**src/rtl/lif_spike_monitor.sv**
```systemverilog
// lif_spike_monitor
// -----------------------------------------------------------------------------
// Watches the spike line of a LIF neuron and turns it into two measurements:
//   * a windowed spike-rate count, offered through a valid/ready handshake
//   * the inter-spike interval (ISI) between the last two rising edges,
//     announced by a one-cycle valid pulse
//
// A level held high on spike_in_i for several cycles counts as a single spike
// (only rising edges are counted).
//
// Optional feature macro: SPIKE_MON_SEG7_EN
//   defined   -> seg_out_o is a registered hex decode of rate_count_o[3:0]
//   undefined -> seg_out_o is tied low and no decoder is built
//
// Ports
//   clk_i           clock, everything on the rising edge
//   rst_i           synchronous active-high reset
//   en_i            measurement enable; low forces the window FSM to IDLE
//   spike_in_i      spike level from the neuron
//   window_len_i    window length minus one, sampled at each window start
//   rate_count_o    spike count of the last completed window (saturating)
//   rate_valid_o    rate_count_o holds a result not yet consumed
//   rate_ready_i    consumer accepts the result when valid and ready
//   rate_overrun_o  sticky flag: an unconsumed result was overwritten
//   isi_o           cycles between the last two spike edges (saturating)
//   isi_valid_o     one-cycle pulse when isi_o updates
//   seg_out_o       7-segment pattern {g,f,e,d,c,b,a}, active high
// -----------------------------------------------------------------------------
module lif_spike_monitor #(
    parameter int WINDOW_W = 10,
    parameter int CNT_W    = 8,
    parameter int ISI_W    = 12
) (
    input  logic                clk_i,
    input  logic                rst_i,
    input  logic                en_i,
    input  logic                spike_in_i,
    input  logic [WINDOW_W-1:0] window_len_i,
    output logic [CNT_W-1:0]    rate_count_o,
    output logic                rate_valid_o,
    input  logic                rate_ready_i,
    output logic                rate_overrun_o,
    output logic [ISI_W-1:0]    isi_o,
    output logic                isi_valid_o,
    output logic [6:0]          seg_out_o
);

    typedef enum logic {
        IDLE = 1'b0,
        RUN  = 1'b1
    } state_t;

    localparam logic [CNT_W-1:0] CNT_MAX = '1;
    localparam logic [ISI_W-1:0] ISI_MAX = '1;

    state_t              state_q, state_d;
    logic                spike_prev_q;
    logic [WINDOW_W-1:0] win_len_q, win_len_d;
    logic [WINDOW_W-1:0] win_cnt_q, win_cnt_d;
    logic [CNT_W-1:0]    spike_cnt_q, spike_cnt_d;
    logic [CNT_W-1:0]    rate_count_q, rate_count_d;
    logic                rate_valid_q, rate_valid_d;
    logic                rate_overrun_q, rate_overrun_d;
    logic                armed_q, armed_d;
    logic [ISI_W-1:0]    isi_timer_q, isi_timer_d;
    logic [ISI_W-1:0]    isi_q, isi_d;
    logic                isi_valid_q, isi_valid_d;

    logic                spike_event;
    logic [CNT_W-1:0]    spike_cnt_sat;
    logic                new_result;

    // Rising edge of the spike line, and the window count including this
    // cycle's edge. The same saturated sum feeds both the running count and
    // the result captured in the last window cycle, so a spike landing on the
    // final cycle is still credited to the window it belongs to.
    assign spike_event   = spike_in_i & ~spike_prev_q;
    assign spike_cnt_sat = (spike_event && (spike_cnt_q != CNT_MAX))
                         ? spike_cnt_q + CNT_W'(1) : spike_cnt_q;

    // Next-state logic for the window FSM, the rate output mailbox and the
    // ISI tracker. Windows run back to back while enabled: the last window
    // cycle hands its count to the output register and reloads the window
    // length in the same step, so there is no idle gap between windows.
    // Dropping enable throws away the partial window without producing a
    // result. The ISI tracker is independent of the window FSM and only
    // needs enable; it starts timing on the first edge after being armed.
    always_comb begin
        state_d        = state_q;
        win_len_d      = win_len_q;
        win_cnt_d      = win_cnt_q;
        spike_cnt_d    = spike_cnt_q;
        rate_count_d   = rate_count_q;
        rate_valid_d   = rate_valid_q;
        rate_overrun_d = rate_overrun_q;
        armed_d        = armed_q;
        isi_timer_d    = isi_timer_q;
        isi_d          = isi_q;
        isi_valid_d    = 1'b0;
        new_result     = 1'b0;

        case (state_q)
            IDLE: begin
                if (en_i) begin
                    state_d     = RUN;
                    win_len_d   = window_len_i;
                    win_cnt_d   = '0;
                    spike_cnt_d = '0;
                end
            end
            RUN: begin
                if (!en_i) begin
                    state_d = IDLE;
                end else if (win_cnt_q == win_len_q) begin
                    new_result  = 1'b1;
                    win_len_d   = window_len_i;
                    win_cnt_d   = '0;
                    spike_cnt_d = '0;
                end else begin
                    spike_cnt_d = spike_cnt_sat;
                    win_cnt_d   = win_cnt_q + WINDOW_W'(1);
                end
            end
            default: begin
                state_d = IDLE;
            end
        endcase

        // A fresh result always wins over the handshake: it is loaded and
        // stays valid. Overrun is flagged only when the old result was still
        // waiting and nobody took it in this cycle.
        if (new_result) begin
            rate_count_d = spike_cnt_sat;
            rate_valid_d = 1'b1;
            if (rate_valid_q && !rate_ready_i) begin
                rate_overrun_d = 1'b1;
            end
        end else if (rate_valid_q && rate_ready_i) begin
            rate_valid_d = 1'b0;
        end

        // The timer restarts at 1 on every edge, so at the next edge it holds
        // exactly the number of cycles between the two edges.
        if (!en_i) begin
            armed_d     = 1'b0;
            isi_timer_d = '0;
        end else if (spike_event) begin
            if (armed_q) begin
                isi_d       = isi_timer_q;
                isi_valid_d = 1'b1;
            end
            armed_d     = 1'b1;
            isi_timer_d = ISI_W'(1);
        end else if (armed_q && (isi_timer_q != ISI_MAX)) begin
            isi_timer_d = isi_timer_q + ISI_W'(1);
        end
    end

    // State register for everything above. Reset clears every register,
    // including the sticky overrun flag, which nothing else can clear.
    always_ff @(posedge clk_i) begin
        if (rst_i) begin
            state_q        <= IDLE;
            spike_prev_q   <= 1'b0;
            win_len_q      <= '0;
            win_cnt_q      <= '0;
            spike_cnt_q    <= '0;
            rate_count_q   <= '0;
            rate_valid_q   <= 1'b0;
            rate_overrun_q <= 1'b0;
            armed_q        <= 1'b0;
            isi_timer_q    <= '0;
            isi_q          <= '0;
            isi_valid_q    <= 1'b0;
        end else begin
            state_q        <= state_d;
            spike_prev_q   <= spike_in_i;
            win_len_q      <= win_len_d;
            win_cnt_q      <= win_cnt_d;
            spike_cnt_q    <= spike_cnt_d;
            rate_count_q   <= rate_count_d;
            rate_valid_q   <= rate_valid_d;
            rate_overrun_q <= rate_overrun_d;
            armed_q        <= armed_d;
            isi_timer_q    <= isi_timer_d;
            isi_q          <= isi_d;
            isi_valid_q    <= isi_valid_d;
        end
    end

    assign rate_count_o   = rate_count_q;
    assign rate_valid_o   = rate_valid_q;
    assign rate_overrun_o = rate_overrun_q;
    assign isi_o          = isi_q;
    assign isi_valid_o    = isi_valid_q;

`ifdef SPIKE_MON_SEG7_EN
    logic [6:0] seg_q;

    function automatic logic [6:0] hex_to_seg(input logic [3:0] nib);
        logic [6:0] pat;
        case (nib)
            4'h0: pat = 7'b0111111;
            4'h1: pat = 7'b0000110;
            4'h2: pat = 7'b1011011;
            4'h3: pat = 7'b1001111;
            4'h4: pat = 7'b1100110;
            4'h5: pat = 7'b1101101;
            4'h6: pat = 7'b1111101;
            4'h7: pat = 7'b0000111;
            4'h8: pat = 7'b1111111;
            4'h9: pat = 7'b1101111;
            4'hA: pat = 7'b1110111;
            4'hB: pat = 7'b1111100;
            4'hC: pat = 7'b0111001;
            4'hD: pat = 7'b1011110;
            4'hE: pat = 7'b1111001;
            default: pat = 7'b1110001;
        endcase
        return pat;
    endfunction

    // Display register follows the rate register one cycle later, which
    // keeps the decoder off the handshake timing path.
    always_ff @(posedge clk_i) begin
        if (rst_i) begin
            seg_q <= '0;
        end else begin
            seg_q <= hex_to_seg(rate_count_q[3:0]);
        end
    end

    assign seg_out_o = seg_q;
`else
    assign seg_out_o = 7'b0000000;
`endif

endmodule

```
**config.mk**
```make
export PLATFORM = sky130hd
export DESIGN_NAME = lif_spike_monitor
export DESIGN_NICKNAME = d
export VERILOG_FILES = /design/src/rtl/lif_spike_monitor.sv
export SDC_FILE = /design/constraint.sdc
export NUM_CORES = 1
export LEC_CHECK = 0
export CAP_MARGIN = 20
export CELL_PAD_IN_SITES_DETAIL_PLACEMENT = 1
export CELL_PAD_IN_SITES_GLOBAL_PLACEMENT = 1
export CORE_UTILIZATION = 43
export DETAILED_ROUTE_END_ITERATION = 8
export PLACE_DENSITY = 0.88
export SLEW_MARGIN = 20
export SYNTH_ARGS = -nofsm -noshare
export SYNTH_HDL_FRONTEND = slang
export SYNTH_SLANG_ARGS = --single-unit
export TNS_END_PERCENT = 5
```
**constraint.sdc**
```tcl
create_clock -name clk_i -period 3.3 [get_ports clk_i]
set_input_delay 0.33 -clock clk_i [delete_from_list [all_inputs] [get_ports clk_i]]
set_output_delay 0.33 -clock clk_i [all_outputs]
set_load 0.01 [all_outputs]
```
==> results.yml <==
worst_setup_path:
  crit_required_ps: 3570
  crit_path_end_kind: "flop"
  cp_cell_sequence: "xnor2_1, nand4_2, nor4_4, o211ai_1, a21oi_1"
  cp.arrival_ps: 2320
  worstSetupPathType: "reg2reg"
  cp_slowest_cell: "nor4_4"
  worst_setup_path_start_kind: "flop"
  crit_path_max_incr_delay_ps: 790
  cp_max_fo: 15
floorplan:
  core_um2: 6459
  die-area_um2: 7172
  io_pins: 45
  die_w_um: 84.69
  die_h_um: 84.69
  start_util: 0.4552
  row_count: 29
clock_tree:
  clk_pin_slew_ps: 70
  clockRootBuffer: "clkbuf_8"
  cts_repair_resize_count: 0
  insertion_delay_ps: 340
  clk_path_buf_depth: 2
  cts_setup_buffers: 0
  tritoncts: "built"
  cts_hold_buf: 0
  htree_levels: 3
  cts_sinks: 66
  cts-buffers-inserted: 9
finish:
  antenna_cells: 0
  drive_gt1_frac: 0.06860
  final_cells: 456
  layout.nets: 393
  syn2layout_area_growth_pct: 20.13
timing:
  holdWs_ps: 453.0
  setup_ws_ps: 1253
  hold_violations: 0
  fin_crit_sh: 0.6202
  rsz0062_at_grt: "no"
  relSlewSlack: 0.4543
  maxSlewViolCount: 0
  tns_ps: 0
  fin_skew_ps: 6.648
  worstMarginPinSlew_ps: 812.5
  finalSetupViolations: 0
  fin_crit_ps: 2047
  max_freq_ghz: 0.4886
global_route:
  overflow: 0
  grt_pass1_wl_um: 12220
  grt_max_degree: 41
  antenna_found_initial: 0
  grt_pass1_vias: 2562
  track_usage: 0.2182
logic_synthesis:
  synth_compound_area_frac: 0.1157
  synth_mux_area_frac: 0.04426
  synth_ff_type: "dfxtp_1"
  synth_area_um2: 2940
  synth_area_per_cell_um2: 8.648
  synth_largest_area_cell: "dfxtp_1"
  yosys_warnings: 0
  synth_seq_area_share: 0.4494
  synth_area_leaders: "dfxtp_1, xnor2_1, nor2_1"
  synthDistinctLibCells: 48
  synth_top_family_by_area: "simple AND/OR/NAND/NOR gates"
  synth_seq_cells: 66
  synth-edff-count: 0
  synth-async-reset-ratio: 0
  synth-xor-area-share: 0.08638
  synth_fa_ha_area_frac: 0.01277
  synth_simple_gate_area_frac: 0.2383
  yosysTopAreaCellShare: 0.4494
  synth_cells: 340
detailed_routing:
  via_count: 2543
  drc_errors: 0
  first_pass_iters: 6
  routedWlPerCell_um: 15.61
  viasPerCell: 5.577
  drt_iter0_drc: 150
  antenna_left: 0
  wl_um: 7120
run_status:
  outcome: "finished clean"
placed_design:
  place_ws_ps: 984.0
  place_inst: 441
  hpwlAfterDp_um: 4907
  io_buffers: 37
  place.gp.congestion: 0.8235
power:
  p_leak_nw: 1.196
  power.density_nw_per_um2: 478.5
  p_total_mw: 1.690
  irDropWorstVdd_uv: 288.3
min_path:
  hold_class: "reg2reg"
flow_run:
  cap_violations: 0
worst paths after layout:
kind                                   start               to  slack (ps)  cells past startpoint
worst max-delay path            win_cnt_q[1]  rate_count_o[4]        1250                      5
worst min-delay path                isi_o[9]         isi_o[9]         450                      2
worst max register to register  win_cnt_q[1]  rate_count_o[4]        1250                      5
worst min register to register      isi_o[9]         isi_o[9]         450                      2
routing by layer:
metal  share of wire  GRT usage  routed length, µm
met2            0.49     0.3659               3522
met5               0          0                  0
met4           0.028     0.1233                198
met1            0.45     0.2629               3172
met3           0.032    0.04130                226
synthesized netlist by cell type, drive strengths merged (3+ instances only):
| library cell | instances |
|---|---|
| nand3 | 13 |
| nor2 | 47 |
| a31oi | 10 |
| dfxtp | 66 |
| a21oi | 20 |
| xnor2 | 22 |
| nor3 | 7 |
| inv | 7 |
| nand4 | 10 |
| nor2b | 3 |
| ha | 3 |
| buf | 12 |
| mux2i | 13 |
| clkbuf | 10 |
| o21ai | 7 |
| nand2 | 44 |
| a211oi | 4 |
| o211ai | 3 |
| and2 | 3 |
| nor4 | 5 |
| xor2 | 7 |
power by group:
| part | switching [mW] | leakage, nW | internal [mW] |
|---|---|---|---|
| clock | 0.303 | 0.105 | 0.417 |
| combinational | 0.0854 | 0.557 | 0.0602 |
| sequential | 0.0137 | 0.534 | 0.811 |
cells in the final DEF (no fill, tap or decap), types with 2 or more instances in the layout:
cell type         n
nand4_1           8
nor4_1            4
o21ai_0           6
and3_1            2
a211oi_1          4
nor2_1           47
dfxtp_1          66
nand3_1          13
xor2_1            7
clkinv_2          3
ha_1              3
bufinv_16         2
clkdlybuf4s50_1  37
xnor2_1          22
mux2i_1          13
inv_1             7
and2_1            2
o211ai_1          3
nand4_2           2
nor3_1            7
conb_1            7
buf_4             3
a31oi_1          10
nand2_1          44
nor2b_1           3
clkbuf_8          9
a21oi_1          20
nand3b_1          2
or2_2             2
flip-flops by register name (all words and copies together), names as in the netlist:
register,count
isi_valid_o,1
state_q,1
rate_count_o,8
rate_overrun_o,1
isi_timer_q,12
armed_q,1
isi_o,12
rate_valid_o,1
spike_prev_q,1
spike_cnt_q,8
win_len_q,10
win_cnt_q,10
kinds of logic (layout without fill, tap and decap cells):
| kind of cell | count (synthesis) | count (layout) |
|---|---|---|
| simple gates | 145 | 145 |
| flops | 66 | 66 |
| compound gates | 54 | 54 |
| xor+xnor | 29 | 29 |
| buf+inv | 29 | 62 |
| mux | 13 | 13 |
| fa+ha+maj | 3 | 3 |
| other cells | 1 | 7 |
final cells by class:
class / count / area, µm²
inverters: 7 / 26.28
multi-input cells: 251 / 1489
clock buffers: 9 / 123.9
repair buffers: 40 / 392.9
well taps: 77 / 96.34
fillers: 760 / 2927
clock inverters: 6 / 82.58
flip-flops and latches: 66 / 1321
metrics by stage:
step                cell area [µm²]  utilization
global placement               3326       0.5149
global route                   3532       0.5469
floorplan                      2963            -
CTS                            3532       0.5469
detailed placement             3326       0.5149
finish                         3532       0.5469
worst max-delay path, delay by kind of cell (launching register included):
family	cells	cell delay [ps]
xor+xnor	1	200
compound gates	2	350
flops	1	430
simple gates	2	990
Note: power is estimated with default switching activity, not from simulation.
